### config.mk
export PLATFORM = sky130hd
export DESIGN_NAME = multicycle_control
export DESIGN_NICKNAME = d
export VERILOG_FILES = /design/src/rtl/multicycle_control_pkg.sv /design/src/rtl/multicycle_control.sv
export SDC_FILE = /design/constraint.sdc
export NUM_CORES = 1
export LEC_CHECK = 0
export BUFFER_PORTS_ARGS = -buffer_cell sky130_fd_sc_hd__buf_4
export CAP_MARGIN = 20
export CORE_MARGIN = 3
export CORE_UTILIZATION = 50
export DETAILED_ROUTE_END_ITERATION = 16
export PLACE_DENSITY = 0.82
export SLEW_MARGIN = 5
export SYNTH_ARGS = -nofsm -noshare
export SYNTH_HDL_FRONTEND = slang
export SYNTH_SLANG_ARGS = --single-unit
### constraint.sdc
create_clock -name clk -period 2.2 [get_ports clk]
set_input_delay 0.33 -clock clk [delete_from_list [all_inputs] [get_ports clk]]
set_output_delay 0.33 -clock clk [all_outputs]
set_load 0.05 [all_outputs]
### src/rtl/multicycle_control_pkg.sv
// Shared constants for the multicycle RV32 control FSM.
// Contents: state encodings (also wrapped in state_t), the opcodes the FSM
// decodes, ALUOp codes for the ALU control decoder, and ALUSrcB selects.
package multicycle_control_pkg;

    localparam logic [3:0] ST_IDLE      = 4'd0;
    localparam logic [3:0] ST_FETCH     = 4'd1;
    localparam logic [3:0] ST_DECODE    = 4'd2;
    localparam logic [3:0] ST_MEM_ADDR  = 4'd3;
    localparam logic [3:0] ST_MEM_READ  = 4'd4;
    localparam logic [3:0] ST_MEM_WB    = 4'd5;
    localparam logic [3:0] ST_MEM_WRITE = 4'd6;
    localparam logic [3:0] ST_EXEC_R    = 4'd7;
    localparam logic [3:0] ST_R_WB      = 4'd8;
    localparam logic [3:0] ST_BRANCH    = 4'd9;
    localparam logic [3:0] ST_TRAP      = 4'd10;

    typedef enum logic [3:0] {
        IDLE      = ST_IDLE,
        FETCH     = ST_FETCH,
        DECODE    = ST_DECODE,
        MEM_ADDR  = ST_MEM_ADDR,
        MEM_READ  = ST_MEM_READ,
        MEM_WB    = ST_MEM_WB,
        MEM_WRITE = ST_MEM_WRITE,
        EXEC_R    = ST_EXEC_R,
        R_WB      = ST_R_WB,
        BRANCH    = ST_BRANCH,
        TRAP      = ST_TRAP
    } state_t;

    localparam logic [6:0] OP_LOAD   = 7'b0000011;
    localparam logic [6:0] OP_STORE  = 7'b0100011;
    localparam logic [6:0] OP_RTYPE  = 7'b0110011;
    localparam logic [6:0] OP_BRANCH = 7'b1100011;

    localparam logic [1:0] ALUOP_ADD   = 2'b00;
    localparam logic [1:0] ALUOP_SUB   = 2'b01;
    localparam logic [1:0] ALUOP_FUNCT = 2'b10;

    localparam logic [1:0] SRCB_RS2  = 2'b00;
    localparam logic [1:0] SRCB_FOUR = 2'b01;
    localparam logic [1:0] SRCB_IMM  = 2'b10;

endpackage

### src/rtl/multicycle_control.sv
// Main control FSM for the multicycle RV32 datapath.
// Sequences each instruction through fetch/decode/execute/memory/writeback
// and drives the datapath selects and write enables (Moore decode of the
// registered state). Counts retired instructions.
//
// Optional feature macro: MEM_HANDSHAKE_EN
//   defined   : FETCH, MEM_READ and MEM_WRITE wait for mem_ready=1; PCWrite
//               and IRWrite only pulse in the cycle the fetch completes.
//   undefined : mem_ready is ignored, every state lasts one cycle.
//
// Ports:
//   clk, reset (async, active-high)
//   opcode      : IR[6:0], sampled in DECODE and MEM_ADDR
//   mem_ready   : memory access complete (handshake builds only)
//   PCWrite, PCWriteCond, IorD, MemRead, MemWrite, IRWrite, MemtoReg,
//   RegWrite, ALUSrcA, ALUSrcB[1:0], PCSource, ALUOp[1:0] : datapath controls
//   trap        : illegal opcode seen; held until reset
//   state[3:0]  : current FSM state, for debug
//   instr_count : retired-instruction counter, wraps silently
//
// Handshake semantics: with MEM_HANDSHAKE_EN, a memory state is "valid" while
// it is occupied and the access completes on the rising edge where mem_ready
// is 1; the state holds, outputs unchanged, for every cycle mem_ready is 0.
module multicycle_control
    import multicycle_control_pkg::*;
#(
    parameter int CNT_W = 32
) (
    input  logic             clk,
    input  logic             reset,
    input  logic [6:0]       opcode,
    input  logic             mem_ready,
    output logic             PCWrite,
    output logic             PCWriteCond,
    output logic             IorD,
    output logic             MemRead,
    output logic             MemWrite,
    output logic             IRWrite,
    output logic             MemtoReg,
    output logic             RegWrite,
    output logic             ALUSrcA,
    output logic [1:0]       ALUSrcB,
    output logic             PCSource,
    output logic [1:0]       ALUOp,
    output logic             trap,
    output logic [3:0]       state,
    output logic [CNT_W-1:0] instr_count
);

    state_t state_q;
    state_t state_next;
    logic   mem_ok;
    logic   retire;

`ifdef MEM_HANDSHAKE_EN
    assign mem_ok = mem_ready;
`else
    logic mem_ready_unused;
    assign mem_ready_unused = mem_ready;
    assign mem_ok           = 1'b1;
`endif

    assign state = state_q;

    always_ff @(posedge clk or posedge reset) begin
        if (reset) begin
            state_q <= IDLE;
        end else begin
            state_q <= state_next;
        end
    end

    always_comb begin
        state_next  = state_q;
        PCWrite     = 1'b0;
        PCWriteCond = 1'b0;
        IorD        = 1'b0;
        MemRead     = 1'b0;
        MemWrite    = 1'b0;
        IRWrite     = 1'b0;
        MemtoReg    = 1'b0;
        RegWrite    = 1'b0;
        ALUSrcA     = 1'b0;
        ALUSrcB     = SRCB_RS2;
        PCSource    = 1'b0;
        ALUOp       = ALUOP_ADD;
        trap        = 1'b0;

        case (state_q)
            IDLE: state_next = FETCH;
            FETCH: begin
                MemRead = 1'b1;
                ALUSrcB = SRCB_FOUR;
                ALUOp   = ALUOP_ADD;
                // PC/IR load only once the fetched word is actually there.
                PCWrite = mem_ok;
                IRWrite = mem_ok;
                if (mem_ok) state_next = DECODE;
            end
            DECODE: begin
                // Branch target PC+imm lands in ALUOut for a possible beq.
                ALUSrcB = SRCB_IMM;
                ALUOp   = ALUOP_ADD;
                case (opcode)
                    OP_LOAD, OP_STORE: state_next = MEM_ADDR;
                    OP_RTYPE:          state_next = EXEC_R;
                    OP_BRANCH:         state_next = BRANCH;
                    default:           state_next = TRAP;
                endcase
            end
            MEM_ADDR: begin
                ALUSrcA    = 1'b1;
                ALUSrcB    = SRCB_IMM;
                ALUOp      = ALUOP_ADD;
                state_next = (opcode == OP_LOAD) ? MEM_READ : MEM_WRITE;
            end
            MEM_READ: begin
                MemRead = 1'b1;
                IorD    = 1'b1;
                if (mem_ok) state_next = MEM_WB;
            end
            MEM_WB: begin
                RegWrite   = 1'b1;
                MemtoReg   = 1'b1;
                state_next = FETCH;
            end
            MEM_WRITE: begin
                MemWrite = 1'b1;
                IorD     = 1'b1;
                if (mem_ok) state_next = FETCH;
            end
            EXEC_R: begin
                ALUSrcA    = 1'b1;
                ALUSrcB    = SRCB_RS2;
                ALUOp      = ALUOP_FUNCT;
                state_next = R_WB;
            end
            R_WB: begin
                RegWrite   = 1'b1;
                state_next = FETCH;
            end
            BRANCH: begin
                ALUSrcA     = 1'b1;
                ALUSrcB     = SRCB_RS2;
                ALUOp       = ALUOP_SUB;
                PCWriteCond = 1'b1;
                PCSource    = 1'b1;
                state_next  = FETCH;
            end
            TRAP: trap = 1'b1;
            default: state_next = IDLE;
        endcase
    end

    // An instruction retires on the edge that leaves its final state.
    always_comb begin
        retire = 1'b0;
        case (state_q)
            MEM_WB, R_WB, BRANCH: retire = 1'b1;
            MEM_WRITE:            retire = mem_ok;
            default:              retire = 1'b0;
        endcase
    end

    always_ff @(posedge clk or posedge reset) begin
        if (reset) begin
            instr_count <= '0;
        end else if (retire) begin
            instr_count <= instr_count + CNT_W'(1);
        end
    end

endmodule

After elaboration in Yosys (flattened, before gate mapping)
Index checks and enable logic that the tools add are counted.
{"block": "totals", "ff_bits": 36, "out_inout_bits": 51, "wordCells": 41}
{"block": "classes", "addsub": 1, "n_eq_ne": 14, "muxes": 15, "n_reduce_logical": 9}
{"operator": "32-bit by 1-bit adder with 32-bit output (second input constant)", "count": 1}
{"operator": "4-bit one-hot mux with 7 select lines", "count": 1}
{"operator": "4-bit by 3-bit == test with 1-bit output (second input constant)", "count": 4}
{"operator": "7-bit by 6-bit == test with 1-bit output (second input constant)", "count": 2}
{"operator": "4-bit == test (second input constant)", "count": 3}
{"operator": "4-bit one-hot mux with 3 select lines", "count": 1}
{"operator": "1-bit 2-to-1 mux", "count": 10}
{"operator": "2-bit OR reduction", "count": 5}
{"operator": "4-bit by 2-bit == test with 1-bit output (second input constant)", "count": 2}
{"operator": "2-bit one-hot mux with 2 select lines", "count": 2}
{"operator": "7-bit by 2-bit == test with 1-bit output (second input constant)", "count": 1}
{"operator": "7-bit == test (second input constant)", "count": 1}
{"operator": "5-bit OR reduction", "count": 1}
{"operator": "4-bit by 1-bit == test with 1-bit output (second input constant)", "count": 1}
{"operator": "4-bit zero test", "count": 1}
{"operator": "4-bit OR reduction", "count": 1}
{"operator": "3-bit OR reduction", "count": 1}
{"operator": "2-bit 2-to-1 mux", "count": 1}

Longest topological paths before layout
Gate-level depths: netlist of the first run.
{"block": "logic_depth", "ltp_word": 4, "ltp_mapped": 7, "ltp_nobuf": 6}

Worst setup path after synthesis of the first run
No wires, ideal clock.
{"block": "synth_timing", "kind": "reg2out", "from": "register state_q[3], in the netlist state[3]", "to": "output ALUSrcB[0]", "arrival_ps": 2534, "slack_ps": -664, "path_stages_with_launch": 5, "n_path_buf": 2, "path_cell_list": "dfrtp_1 clkbuf_1 nand2b_1 nor3_1 buf_4"}
{"block": "synth_via", "elab_chain_len": 3, "elab_cells_between_ends": 5}
{"item": "start, declared", "line": "multicycle_control.sv:50", "text": "state_t state_q;"}
{"item": "start signal, assigned", "line": "multicycle_control.sv:69", "text": "state_q <= state_next;"}
{"item": "4-bit by 2-bit == test with 1-bit output", "line": "multicycle_control.sv:89", "text": "case (state_q)"}
{"item": "2-bit OR reduction (no source line)"}
{"item": "2-bit one-hot mux with 2 select lines (*)", "line": "multicycle_control.sv:89"}
{"item": "end, declared", "line": "multicycle_control.sv:42", "text": "output logic [1:0] ALUSrcB,"}
Mark *: on every way between the ends. The rest lies on a longest branch, timed or not.

Worst setup path after layout of the first run
{"block": "layout_timing", "from": "register state_q[3], in the netlist state[3]", "to": "output PCSource"}
{"block": "layout_via", "elab_chain_len": 2}
{"item": "4-bit == test", "line": "multicycle_control.sv:89"}
{"item": "1-bit 2-to-1 mux", "line": "multicycle_control.sv:89"}
{"item": "end, declared", "line": "multicycle_control.sv:43", "text": "output logic PCSource,"}
Every way passes these cells.

==> summary.md, run 1 <==
| Metric | Value |
|---|---|
| HPWL Detailed | 3.15 mm |
| Mapped Avg Cell Area | 10.1 um^2 |
| Final instance area | 2510 um^2 |
| Reg clk slew, reported paths | 60 ps |
| Unrepaired setup endpoints after global routing | false |
| Drt first pass iters | 4 |
| Crit Path Class | flip-flop to output port |
| Final Setup Violations | 0 |
| Routed via count | 1565 |
| Post-Synthesis Cells | 190 |
| Initial core utilization | 54.4% |
| Worst setup EP type | output port |
| Unique masters post-synth | 39 |
| Die area | 4610 um^2 |
| First-pass GRT wire length | 6.89 mm |
| Worst stage delay on the critical path | 500 ps |
| CTS root buffer | clkbuf_8 |
| Part of the Yosys area used for sequential elements | 47.0% |
| Share of layout cells above drive strength 1 | 35.1% |
| Power density over the cells | 1040 nW/um^2 |
| Top_reg_cell synth | dfrtp_1 |
| Wirelength per Cell | 13.7 um |
| Lkg Pwr | 0.00123 uW |
| Fmax | 507 MHz |
| R2R cell count | 5 |
| Most common cell after layout, fill and taps aside | buf_4 |
| Height of the die | 67.9 um |
| Antenna-violating nets left | 0 |
| CP Cell Sequence | nor3b_2 -> buf_4 -> and2_1 -> buf_4 |
| Nature of the critical path startpoint | flip-flop |
| Max clock buf depth | 2 |
| Rows | 21 |
| Worst clock skew | 2.30 ps |
| Pre-CTS WS | 267 ps |
| Status | finished clean |
| Worst EP required | 1870 ps |
| Min-delay worst type | input pin to asynchronous set/reset pin |
| Post-Place Cell Area | 2430 um^2 |
| Largest net degree at the start of global routing | 21 |
| Fillers | 285 |
| Asr flop ratio synth | 100% |
| Worst endpoint data arrival time | 1640 ps |
| H-tree depth | 2 |
| Overall Global Routing Usage | 20.0% |
| Setup bufs post-CTS | 0 |
| CP delay by family, top | flip-flops |
| Buf/Inv on CP | 2 |
| Final worst path period share | 89.6% |
| Most frequent cells in the layout | buf_4, dfrtp_1, xnor2_1, nand2_1, nor2_1 |
| Cell with the largest stage delay on the worst path | dfrtp_2 |
| Cell mode on critical path | buf_4 |
| TNS Setup | 0 ps |
| Final wirelength | 4.06 mm |
| Mapped Area | 1920 um^2 |
| Ant diodes | 0 |
| CP Max Fanout | 13 |
| Seq cells post-synth | 36 |
| Num CTS Buffers | 5 |
| Initial DRC count | 84 |
| Worst skew pair latency | 280 ps |
| Worst-Margin Slew | 423 ps |
| Final Max Slew Viols | 0 |
| Syn Nets | 201 |
| Initial antenna violation count | 0 |
| Area delta synth->final | 30.9% |
| NumNets Final | 262 |
| Total core area | 3520 um^2 |
| RePlAce Congestion | 0.787 |
| Max_cap viols | 0 |
| DRC viols | 0 |
| TritonCTS clock tree | done |
| Clock sinks | 36 |
| Slew HR | 71.6% |
| YS warnings | 0 |
| Final worst slack | 229 ps |
| GR Overflow Total | 0 |
| Tmin final | 1970 ps |
| I/O pins | 61 |
| Port bufs | 59 |
| Vias in the first global route | 1516 |
| Post-synth EDFFs | 0 |
| Util after Layout | 71.3% |
| Vias/cell | 5.27 |
| Final Hold Fails | 0 |
| Chip width | 67.9 um |
| IR drop worst, VDD | 1.14 mV |
| Stages on the worst setup path | 4 |
## flip-flops by register name (all words and copies together) (netlist names)
| name | flops |
|---|---|
| instr_count | 32 |
| state | 4 |
## layout make-up
cell class | instances | area [um^2] | share of cell area [%]
multi-input cells | 141 | 980 | 39.0
clock inverters | 1 | 5.00 | 0.199
repair buffers | 64 | 480 | 19.1
clock buffers | 6 | 72.6 | 2.89
flip-flops and latches | 36 | 903 | 36.0
well taps | 46 | 57.6 | 2.29
inverters | 3 | 11.3 | 0.449
## cells by family after synthesis
| family | Yosys count | share of synthesized area (%) |
|---|---|---|
| compound gates | 11 | 3.79 |
| flops | 36 | 47.0 |
| simple gates | 94 | 28.5 |
| mux | 1 | 0.587 |
| buf+inv | 13 | 3.46 |
| xor+xnor | 33 | 15.5 |
| fa+ha+maj | 2 | 1.17 |
## worst reg2reg max path: cells and delay by family (launching register included)
family / cells / cell delay (ps)
AOI/OAI and AO/OA: 1 / 300
xor gates and xnor gates: 1 / 150
and+or+nand+nor: 3 / 800
DFF: 1 / 500
## metal layers
layer / vias to the layer above / track usage [%] / wire length (um)
met3: 4 / 4.93 / 226
met5: - / 0 / 0
met4: 0 / 6.70 / 49
met2: 41 / 33.2 / 2030
met1: 750 / 25.6 / 1760
li1: 770 / - / -
## cells in the mapped netlist (3+ instances only)
library cell | instances | share of area (%)
a21oi_1 | 4 | 1.0
and3_1 | 9 | 2.9
nand2_1 | 17 | 3.3
buf_4 | 4 | 1.6
xor2_1 | 7 | 3.2
dfrtp_1 | 36 | 47
inv_1 | 3 | 0.59
nand4_1 | 13 | 4.2
and2_1 | 3 | 0.98
clkbuf_1 | 4 | 0.78
nor2_1 | 16 | 3.1
nand3_1 | 7 | 1.8
nor3_1 | 6 | 1.6
xnor2_1 | 25 | 11
nand2b_1 | 5 | 1.6
nor2b_1 | 3 | 0.98
## repair_timing
| action | CTS | global route |
|---|---|---|
| resized for setup | 0 | 1 |
| endpoints found under the setup margin | 0 | 3 |
| hold buffers | 0 | 0 |
## power breakdown
| part | internal, uW | leakage [uW] | switching [uW] |
|---|---|---|---|
| logic | 421 | 0.000702 | 869 |
| registers | 742 | 0.000487 | 151 |
| clock network | 215 | 0.0000410 | 217 |
## stage by stage
stage,std cells,power [uW],hold slack [ps]
after floorplan,190,1850,497
after global placement,290,2170,375
after detailed placement,290,2200,388
after CTS,297,2630,79.0
after global routing,297,2740,101
final,297,2610,75.1
## final timing paths
kind | to | start | slack, ps
max in group asynchronous | state[2] | reset | 1880
min in group clk | instr_count[31] | instr_count[31] | 480
worst min-delay path | instr_count[12] | reset | 80
worst max-delay path | PCSource | state[3] | 230
worst max register to register | instr_count[25] | state[3] | 340
worst min register to register | instr_count[31] | instr_count[31] | 480
Power figures use the tool's default switching activity.
==> inputs of run 2 (changes only) <==
PLACE_DENSITY = not set   (was 0.82)
PLACE_DENSITY_LB_ADDON = 0.15   (was not set)
==> run 2 against run 1 <==
  * Clock power increased by 16%
  * Final cell count increased by 0.67%
  * Highest routed layer unchanged
  * Critical path depth increased by 1
  * Critical endpoint is now MemWrite
  * Critical path type unchanged
  * Largest power group unchanged
==> summary.md, run 2 (same netlist as run 1, synthesis figures left out) <==
| Metric | Value |
|---|---|
| Status | finished clean |
| Area delta synth->final | 32.6% |
| R2r startpoint | state[1] |
| Cell with the largest stage delay on the worst path | dfrtp_2 |
| Vias in the first global route | 1474 (-2.8%) |
| Clock sinks | 36 (unchanged) |
| Largest net degree at the start of global routing | 37 (+76%) |
| Hold slack | 161 ps (+85.8 ps) |
| Post-cts resize count | 0 (unchanged) |
| Initial DRC count | 97 (+15%) |
| Height of the die | 67.9 um (unchanged) |
| CTS root buffer | clkbuf_8 |
| Total core area | 3520 um^2 (unchanged) |
| Crit Path Class | flip-flop to output port |
| Final wirelength | 4.03 mm (-0.94%) |
| H-tree depth | 2 (unchanged) |
| Tmin final | 1890 ps (-81.5 ps) |
| Most frequent cells in the layout | buf_4, dfrtp_1, xnor2_1, nand2_1, nor2_1 |
| Post-Place Cell Area | 2450 um^2 (+0.62%) |
| Worst endpoint data arrival time | 1560 ps (-80 ps) |
| Port bufs | 59 (unchanged) |
| Share of layout cells above drive strength 1 | 35.6% (+0.51 points) |
| Drt first pass iters | 4 (unchanged) |
| IR drop worst, VDD | 0.623 mV (-45%) |
| CTS Hold Bufs | 0 (unchanged) |
| First-pass GRT wire length | 6.92 mm (+0.39%) |
| Worst setup EP type | output port |
| Buf/Inv on CP | 2 (unchanged) |
| Min-delay worst type | input pin to asynchronous set/reset pin |
| Power density over the cells | 1060 nW/um^2 (+1.4%) |
| Final Setup Violations | 0 (unchanged) |
| Antenna-violating nets left | 0 (unchanged) |
| Initial core utilization | 54.4% (unchanged) |
| Reg clk slew, reported paths | 70 ps (about the same) |
| Num CTS Buffers | 5 (unchanged) |
| Rows | 21 (unchanged) |
| I/O pins | 61 (unchanged) |
| Wirelength per Cell | 13.5 um (-1.6%) |
| Initial antenna violation count | 0 (unchanged) |
| Max clock buf depth | 2 (unchanged) |
| Chip width | 67.9 um (unchanged) |
| TritonCTS clock tree | done |
| Worst EP required | 1870 ps (about the same) |
| Max_cap viols | 0 (unchanged) |
| Final worst slack | 310 ps (+81.5 ps) |
| CP delay by family, top | simple AND/OR/NAND/NOR gates |
| Overall Global Routing Usage | 19.9% (-0.14 points) |
| Unrepaired setup endpoints after global routing | false |
| Cell mode on critical path | buf_4 |
| CP Cell Sequence | nor2b_1 -> buf_4 -> nor2b_4 -> and2_2 -> buf_4 |
| Final Max Slew Viols | 0 (unchanged) |
| Pre-CTS WS | 418 ps (+151 ps) |
| Slew HR | 70.3% (-1.3 points) |
| Routed via count | 1558 (-0.45%) |
| DRC viols | 0 (unchanged) |
| GR Overflow Total | 0 (unchanged) |
| Worst stage delay on the critical path | 470 ps (-30 ps) |
| Fmax | 529 MHz (+4.3%) |
| Lkg Pwr | 0.00125 uW (+1.8%) |
| Worst-Margin Slew | 445 ps (+22.6 ps) |
| Most common cell after layout, fill and taps aside | buf_4 |
| Number of flip-flops under the largest register name | 32 (unchanged) |
| Crit path from | state[2] |
| Reg with most FFs | instr_count |
| Post-placement cell count | 292 (+0.69%) |
| Final Hold Fails | 0 (unchanged) |
| Worst skew pair latency | 280 ps (about the same) |
| Fin cells | 299 (+0.67%) |
| Vias/cell | 5.21 (-1.1%) |
| Nature of the critical path startpoint | flip-flop |
| Worst clock skew | 6.60 ps (+4.30 ps) |
| Die area | 4610 um^2 (unchanged) |
| NumNets Final | 264 (+0.76%) |
| Final worst path period share | 85.9% (-3.7 points) |
| Ant diodes | 0 (unchanged) |
| CP Max Fanout | 9 (-4) |
| HPWL Detailed | 2.99 mm (-5.0%) |
| RePlAce Congestion | 0.763 (-3.1%) |
| Setup bufs post-CTS | 0 (unchanged) |
| Final instance area | 2540 um^2 (+1.3%) |
| Util after Layout | 72.2% (+0.92 points) |
[run 2: cell types whose count changed in the layout (fill, tap and decap cells not counted), sizes merged]
cell	previous run	this run
clkinv	1	0
buf	64	66
clkbuf	6	7
[run 2: area by class of cell]
cell class | count | area [um^2]
Sequential cell | 36 | 902
Tap cell | 46 | 57.6
Timing Repair Buffer | 66 | 495
Clock buffer | 7 | 96.3
Fill cell | 285 | 978
Inverter | 3 | 11.3
Multi-Input combinational cell | 141 | 980
[run 2: worst paths after layout]
kind                                   end  slack (ps)  cells past startpoint
setup / recovery                  MemWrite         310                      5
hold / removal             instr_count[12]         160                      3
setup reg to reg           instr_count[23]         400                      5
min in group clk           instr_count[31]         480                      1
max in group asynchronous         state[2]        1710                      3
hold reg to reg            instr_count[31]         480                      1
[run 2: power breakdown]
group          internal [uW]  switching, uW  total (uW)
logic                    434            873        1310
registers                740            140         881
clock network            279            219         498
total                   1450           1230        2690
[run 2: metal layers]
layer  part of all wire (%)  GRT usage (%)
met5                      0              0
met4                    1.1           4.96
met3                    5.0           5.58
met2                     46           31.1
met1                     47           27.4
[run 2: worst min-delay path, cell delays in order]
cell and delay, ps:
buf_4 110, inv_1 50, buf_4 390
[run 2: stage by stage]
stage               power [uW]  setup TNS [ps]
finish                    2690               0
global route              2830               0
CTS                       2710               0
detailed placement        2210               0
global placement          2200               0
floorplan                 1850            -335
